[src/rtl/adder_share_arbiter.sv]
// One ripple-carry adder shared round-robin by N_REQ requesters; result SETTLE_CYC+1 cycles after grant.
// A result is held until rsp_ready and no grant is issued while busy. ADDER_ARB_GRANT_CNT_EN adds grant_cnt.

module ripple_carry #(
  parameter int ANCHO = 64
) (
  input  logic [ANCHO-1:0] a,
  input  logic [ANCHO-1:0] b,
  input  logic             cin,
  output logic [ANCHO:0]   s
);

  always_comb begin
    logic carry;
    carry = cin;
    s     = '0;
    for (int i = 0; i < ANCHO; i++) begin
      s[i]  = a[i] ^ b[i] ^ carry;
      carry = (a[i] & b[i]) | (carry & (a[i] ^ b[i]));
    end
    s[ANCHO] = carry;
  end

endmodule

module adder_share_arbiter #(
  parameter int ANCHO      = 64,
  parameter int N_REQ      = 4,
  parameter int SETTLE_CYC = 2
) (
  input  logic                       clk,
  input  logic                       rst,
  input  logic [N_REQ-1:0]           req_valid,
  input  logic [N_REQ*ANCHO-1:0]     req_a,
  input  logic [N_REQ*ANCHO-1:0]     req_b,
  output logic [N_REQ-1:0]           req_ready,
  output logic                       rsp_valid,
  input  logic                       rsp_ready,
  output logic [ANCHO:0]             rsp_sum,
  output logic [$clog2(N_REQ)-1:0]   rsp_id
`ifdef ADDER_ARB_GRANT_CNT_EN
  ,
  output logic [15:0]                grant_cnt
`endif
);

  localparam int IDW = $clog2(N_REQ);

  typedef enum logic [1:0] {IDLE, CALC, RESP} state_t;

  state_t           state_q, state_d;
  logic [IDW-1:0]   rr_ptr_q, rr_ptr_d;
  logic [3:0]       cnt_q, cnt_d;
  logic [ANCHO-1:0] op_a_q, op_a_d;
  logic [ANCHO-1:0] op_b_q, op_b_d;
  logic [IDW-1:0]   id_q, id_d;
  logic             rsp_valid_q, rsp_valid_d;
  logic [ANCHO:0]   rsp_sum_q, rsp_sum_d;
  logic [IDW-1:0]   rsp_id_q, rsp_id_d;
  logic             gap_q, gap_d;

  logic             gnt_found;
  logic [IDW-1:0]   gnt_idx;
  logic             grant;
  logic [ANCHO:0]   adder_s;

  function automatic logic [IDW-1:0] wrap_idx(input logic [IDW-1:0] base, input int off);
    int k;
    k = int'(base) + off;
    if (k >= N_REQ) k = k - N_REQ;
    return k[IDW-1:0];
  endfunction

  ripple_carry #(.ANCHO(ANCHO)) u_adder (
    .a   (op_a_q),
    .b   (op_b_q),
    .cin (1'b0),
    .s   (adder_s)
  );

  always_comb begin
    gnt_found = 1'b0;
    gnt_idx   = '0;
    for (int i = 0; i < N_REQ; i++) begin
      if (!gnt_found && req_valid[wrap_idx(rr_ptr_q, i)]) begin
        gnt_found = 1'b1;
        gnt_idx   = wrap_idx(rr_ptr_q, i);
      end
    end
  end

  // gap_q holds off the grant for the first IDLE cycle after a response retires
  assign grant = (state_q == IDLE) && !gap_q && gnt_found;

  always_ff @(posedge clk) begin
    if (rst) begin
      state_q     <= IDLE;
      rr_ptr_q    <= '0;
      cnt_q       <= '0;
      op_a_q      <= '0;
      op_b_q      <= '0;
      id_q        <= '0;
      rsp_valid_q <= 1'b0;
      rsp_sum_q   <= '0;
      rsp_id_q    <= '0;
      gap_q       <= 1'b0;
    end else begin
      state_q     <= state_d;
      rr_ptr_q    <= rr_ptr_d;
      cnt_q       <= cnt_d;
      op_a_q      <= op_a_d;
      op_b_q      <= op_b_d;
      id_q        <= id_d;
      rsp_valid_q <= rsp_valid_d;
      rsp_sum_q   <= rsp_sum_d;
      rsp_id_q    <= rsp_id_d;
      gap_q       <= gap_d;
    end
  end

  always_comb begin
    state_d     = state_q;
    rr_ptr_d    = rr_ptr_q;
    cnt_d       = cnt_q;
    op_a_d      = op_a_q;
    op_b_d      = op_b_q;
    id_d        = id_q;
    rsp_valid_d = rsp_valid_q;
    rsp_sum_d   = rsp_sum_q;
    rsp_id_d    = rsp_id_q;
    gap_d       = 1'b0;
    case (state_q)
      IDLE: begin
        if (grant) begin
          op_a_d   = req_a[gnt_idx*ANCHO +: ANCHO];
          op_b_d   = req_b[gnt_idx*ANCHO +: ANCHO];
          id_d     = gnt_idx;
          rr_ptr_d = wrap_idx(gnt_idx, 1);
          cnt_d    = 4'(SETTLE_CYC - 1);
          state_d  = CALC;
        end
      end
      CALC: begin
        if (cnt_q != 4'd0) begin
          cnt_d = cnt_q - 4'd1;
        end else begin
          rsp_sum_d   = adder_s;
          rsp_id_d    = id_q;
          rsp_valid_d = 1'b1;
          state_d     = RESP;
        end
      end
      RESP: begin
        if (rsp_ready) begin
          rsp_valid_d = 1'b0;
          gap_d       = 1'b1;
          state_d     = IDLE;
        end
      end
      default: state_d = IDLE;
    endcase
  end

  always_comb begin
    req_ready = '0;
    if (grant) req_ready[gnt_idx] = 1'b1;
  end

  assign rsp_valid = rsp_valid_q;
  assign rsp_sum   = rsp_sum_q;
  assign rsp_id    = rsp_id_q;

`ifdef ADDER_ARB_GRANT_CNT_EN
  logic [15:0] grant_cnt_q, grant_cnt_d;

  always_comb begin
    grant_cnt_d = grant_cnt_q;
    if (grant && grant_cnt_q != 16'hFFFF) grant_cnt_d = grant_cnt_q + 16'd1;
  end

  always_ff @(posedge clk) begin
    if (rst) grant_cnt_q <= '0;
    else     grant_cnt_q <= grant_cnt_d;
  end

  assign grant_cnt = grant_cnt_q;
`endif

endmodule

[config.mk]
export PLATFORM = sky130hd
export DESIGN_NAME = adder_share_arbiter
export DESIGN_NICKNAME = d
export VERILOG_FILES = /design/src/rtl/adder_share_arbiter.sv
export SDC_FILE = /design/constraint.sdc
export NUM_CORES = 1
export LEC_CHECK = 0
export CAP_MARGIN = 40
export CORE_AREA = 2 2 230 232
export CTS_CLUSTER_DIAMETER = 60
export DETAILED_ROUTE_END_ITERATION = 10
export DIE_AREA = 0 0 232 234
export HOLD_SLACK_MARGIN = 0.02
export PLACE_DENSITY = 0.59
export SYNTH_ARGS = -nofsm -noshare
export SYNTH_HDL_FRONTEND = slang
export SYNTH_HIERARCHICAL = 1
export SYNTH_SLANG_ARGS = --single-unit
[constraint.sdc]
create_clock -name clk -period 34.1 [get_ports clk]
set_input_delay 6.82 -clock clk [delete_from_list [all_inputs] [get_ports clk]]
set_output_delay 6.82 -clock clk [all_outputs]
set_load 0.03 [all_outputs]
==> results.json <==
{
  "critical_path_class": "reg2reg",
  "timing.hold.worst.class": "reg2reg",
  "drc": 0,
  "cts.htree.levels": 1,
  "multi_input_comb_area_um2": 7750,
  "die-area_um2": 54300,
  "cts_setup_buffers": 0,
  "antenna_left": 0,
  "fillerInstances": 5290,
  "cellPowerDensity_nw_per_um2": 57.8,
  "setup-violations-final": 0,
  "route.detailed.wl_per_inst_um": 17.8,
  "leakage_power_nw": 7.86,
  "count_of_cell_types_in_the_netlist": 41,
  "antenna_cells": 0,
  "min_path_cells": 2,
  "cts-resized-gates": 0,
  "area_delta_synth_final_pct": 56.7,
  "rr_startpoint": "op_a_q[0]$_SDFFE_PP0P_",
  "cts_root_buffer": "sky130_fd_sc_hd__clkbuf_16",
  "max-slew-margin-rel": 0.432,
  "slew_violations": 0,
  "maximum_resistive_drop_on_vdd_mv": 0.0294,
  "die_height_um": 234,
  "synthesis.instances": 1465,
  "finalHoldViolCount": 0,
  "path_common_cell": "sky130_fd_sc_hd__fa_1",
  "critPathArrivalTime_ps": 26800,
  "floorplan.initialDensity": 0.242,
  "postRouteWirelength_mm": 47.6,
  "tightest_slew_ps": 852,
  "viasPerCell": 4.67,
  "cts_tree": "done",
  "fin_crit_sh": 0.773,
  "overflow": 0,
  "critical_path.max_stage_delay_ps": 430,
  "ys_async_sr_fraction": 0,
  "numClockSinks": 207,
  "crit-reg2reg-capture": "rsp_sum[63]$_SDFFE_PP0P_",
  "mappedNetlistArea_um2": 12600,
  "place_congestion": 0.822,
  "placed_area_um2": 18900,
  "fmax_mhz": 37.9,
  "cpMaxStageDelayCell": "sky130_fd_sc_hd__fa_1",
  "synth-main-ff-cell": "sky130_fd_sc_hd__dfxtp_1",
  "holdCritStartpoint": "rsp_sum[42]$_SDFFE_PP0P_",
  "boundaryPins": 591,
  "timing.hold.worst_endpoint": "rsp_sum[42]$_SDFFE_PP0P_",
  "detailed_place_hpwl_mm": 37.7,
  "synth.yosys.warnings": 6,
  "cts_made_buffers": 25,
  "worst_clock_skew_ps": 10.5,
  "buffer_ports.inserted": 590,
  "drt_first_pass_iters": 5,
  "ctsLongestPathBuffers": 3,
  "fin_tns_setup_ps": 0,
  "worst_r2r_path_depth": 70,
  "syn-num-nets": 2054,
  "grt_setup_unrepaired": "no",
  "rows": 84,
  "floorplan.die.width_um": 232,
  "post-route-cell-area_um2": 19800,
  "worst-path-max-fanout": 2,
  "post_route_cells_drive_above_1_share": 0.0349,
  "grt_max_degree": 108,
  "drtIter0Drc": 519,
  "cp_capture_type": "register",
  "critical_path_required_ps": 34550,
  "hold_buffers": 0,
  "max_cap_viol_count": 0,
  "finish.net_count": 2549,
  "vias_in_the_first_global_route": 12708,
  "first_pass_grt_wire_length_mm": 71.5,
  "global_route.usage.total": 0.167,
  "avgSynthCellArea_um2": 8.61,
  "sequential_element_share_of_the_synthesized_area": 0.329,
  "core_area_um2": 52000,
  "reg2reg_slack_ps": 7750,
  "clk-insertion-delay-late_ps": 530,
  "antenna_found_initial": 2,
  "dr_total_vias": 12455,
  "run_status": "finished, final reports clean",
  "clkTransAtPathRegs_ps": 60,
  "synth-seq-cells": 207,
  "register_area_um2": 4140,
  "synth_edf_count": 0,
  "post-route-min-period_ps": 26350,
  "worst_setup_path_start_kind": "register"
}
-- sequential cells by signal (all words and copies together), names as in the netlist --
register	count
cnt_q	4
op_a_q	64
state_q	2
gap_q	1
rsp_id	2
id_q	2
rr_ptr_q	2
rsp_sum	65
op_b_q	64
rsp_valid	1
-- Yosys cell counts, types with 5 or more instances --
| cell type | number | area share |
|---|---|---|
| sky130_fd_sc_hd__nor2_1 | 10 | 0.0030 |
| sky130_fd_sc_hd__ha_1 | 6 | 0.0060 |
| sky130_fd_sc_hd__o21ai_1 | 116 | 0.046 |
| sky130_fd_sc_hd__mux2i_1 | 128 | 0.10 |
| sky130_fd_sc_hd__buf_2 | 47 | 0.019 |
| sky130_fd_sc_hd__clkbuf_1 | 76 | 0.023 |
| sky130_fd_sc_hd__inv_1 | 15 | 0.0045 |
| sky130_fd_sc_hd__o211ai_1 | 129 | 0.077 |
| sky130_fd_sc_hd__nor2b_1 | 5 | 0.0025 |
| sky130_fd_sc_hd__fa_1 | 64 | 0.10 |
| sky130_fd_sc_hd__and3_1 | 132 | 0.066 |
| sky130_fd_sc_hd__o21ai_0 | 7 | 0.0028 |
| sky130_fd_sc_hd__nor3_1 | 5 | 0.0020 |
| sky130_fd_sc_hd__a21boi_0 | 107 | 0.064 |
| sky130_fd_sc_hd__o21bai_1 | 6 | 0.0036 |
| sky130_fd_sc_hd__dfxtp_1 | 207 | 0.33 |
| sky130_fd_sc_hd__nand2_1 | 270 | 0.080 |
| sky130_fd_sc_hd__a21oi_1 | 76 | 0.030 |
| sky130_fd_sc_hd__buf_6 | 15 | 0.013 |
| sky130_fd_sc_hd__a21boi_1 | 21 | 0.013 |
-- logic make-up (layout without fill, tap and decap cells) --
family                   Yosys count  count (layout)  synth area share
XOR/XNOR                           2               2           0.00139
AND/OR/NAND/NOR                  436             436             0.162
other                              1               1          0.000297
flip-flops                       207             207             0.329
buffers and inverters            154             667            0.0594
adder cells (fa/ha/maj)           70              70             0.108
multiplexers                     128             128             0.102
AO/OA/AOI/OAI                    467             467             0.239
-- where the power goes --
part | internal [mW] | switching [mW] | total [mW]
clock network | 0.169 | 0.104 | 0.273
logic | 0.224 | 0.273 | 0.497
registers | 0.316 | 0.0571 | 0.373
total | 0.709 | 0.433 | 1.14
-- per-layer routing --
layer  track usage  wire length (µm)
met5             0                16
met4        0.0373               978
met3        0.0351              3070
met2         0.309             24000
met1         0.197             19500
-- worst max path at each step --
stage / startpoint / endpoint / slack [ps]
final: op_a_q[0]$_SDFFE_PP0P_ / rsp_sum[63]$_SDFFE_PP0P_ / 7750
after global routing: op_a_q[0]$_SDFFE_PP0P_ / rsp_sum[63]$_SDFFE_PP0P_ / 7010
after CTS: op_a_q[0]$_SDFFE_PP0P_ / rsp_sum[63]$_SDFFE_PP0P_ / 7740
after detailed placement: op_a_q[0]$_SDFFE_PP0P_ / rsp_sum[63]$_SDFFE_PP0P_ / 7820
after global placement: op_a_q[0]$_SDFFE_PP0P_ / rsp_sum[63]$_SDFFE_PP0P_ / 8120
after floorplan: op_a_q[0]$_SDFFE_PP0P_ / rsp_sum[63]$_SDFFE_PP0P_ / 9290
-- cells in the final DEF, fill, tap and decap left out, types with 2 or more instances in the layout --
master	n
sky130_fd_sc_hd__inv_1	15
sky130_fd_sc_hd__a21boi_1	21
sky130_fd_sc_hd__and3_1	132
sky130_fd_sc_hd__nor2_1	8
sky130_fd_sc_hd__mux2i_1	128
sky130_fd_sc_hd__nor2_4	2
sky130_fd_sc_hd__o211ai_1	129
sky130_fd_sc_hd__or4_4	2
sky130_fd_sc_hd__ha_1	6
sky130_fd_sc_hd__nand2_1	270
sky130_fd_sc_hd__nor2b_1	5
sky130_fd_sc_hd__o21ai_0	7
sky130_fd_sc_hd__buf_16	3
sky130_fd_sc_hd__clkbuf_8	9
sky130_fd_sc_hd__xnor2_1	2
sky130_fd_sc_hd__buf_4	14
sky130_fd_sc_hd__clkbuf_1	6
sky130_fd_sc_hd__fa_1	64
sky130_fd_sc_hd__dfxtp_1	207
sky130_fd_sc_hd__clkbuf_16	25
sky130_fd_sc_hd__a21oi_1	76
sky130_fd_sc_hd__clkinv_4	2
sky130_fd_sc_hd__o21ai_1	116
sky130_fd_sc_hd__clkdlybuf4s50_1	589
sky130_fd_sc_hd__bufinv_16	2
sky130_fd_sc_hd__a21boi_0	107
sky130_fd_sc_hd__o21bai_1	6
sky130_fd_sc_hd__nor3_1	5
-- cell type report --
cell class	instances	share of cell area
Inverter	16	0.00329
Clock inverter	5	0.00412
Tap cell	688	0.0436
Clock buffer	40	0.0391
Sequential cell	207	0.210
Multi-Input combinational cell	1104	0.392
Timing Repair Buffer	606	0.308
-- stage by stage --
stage	power (mW)	utilization	hold slack, ps	setup WS [ps]	cells
after global placement	0.863	0.362	442	8120	2618
after detailed placement	0.880	0.363	446	7820	2621
after global routing	1.23	0.380	467	7010	2666
after CTS	1.16	0.380	453	7740	2666
final	1.14	0.380	452	7750	2666
after floorplan	0.692	-	432	9290	1465
-- worst max-delay path, delay by kind of cell (launching register included) --
kind	cells	cell delay, ps
AOI/OAI and AO/OA	1	130
adders and majority gates	64	25450
and+or+nand+nor	1	50
DFF	1	330
buffers and inverters	4	270
Note: power is estimated with default switching activity, not from simulation.
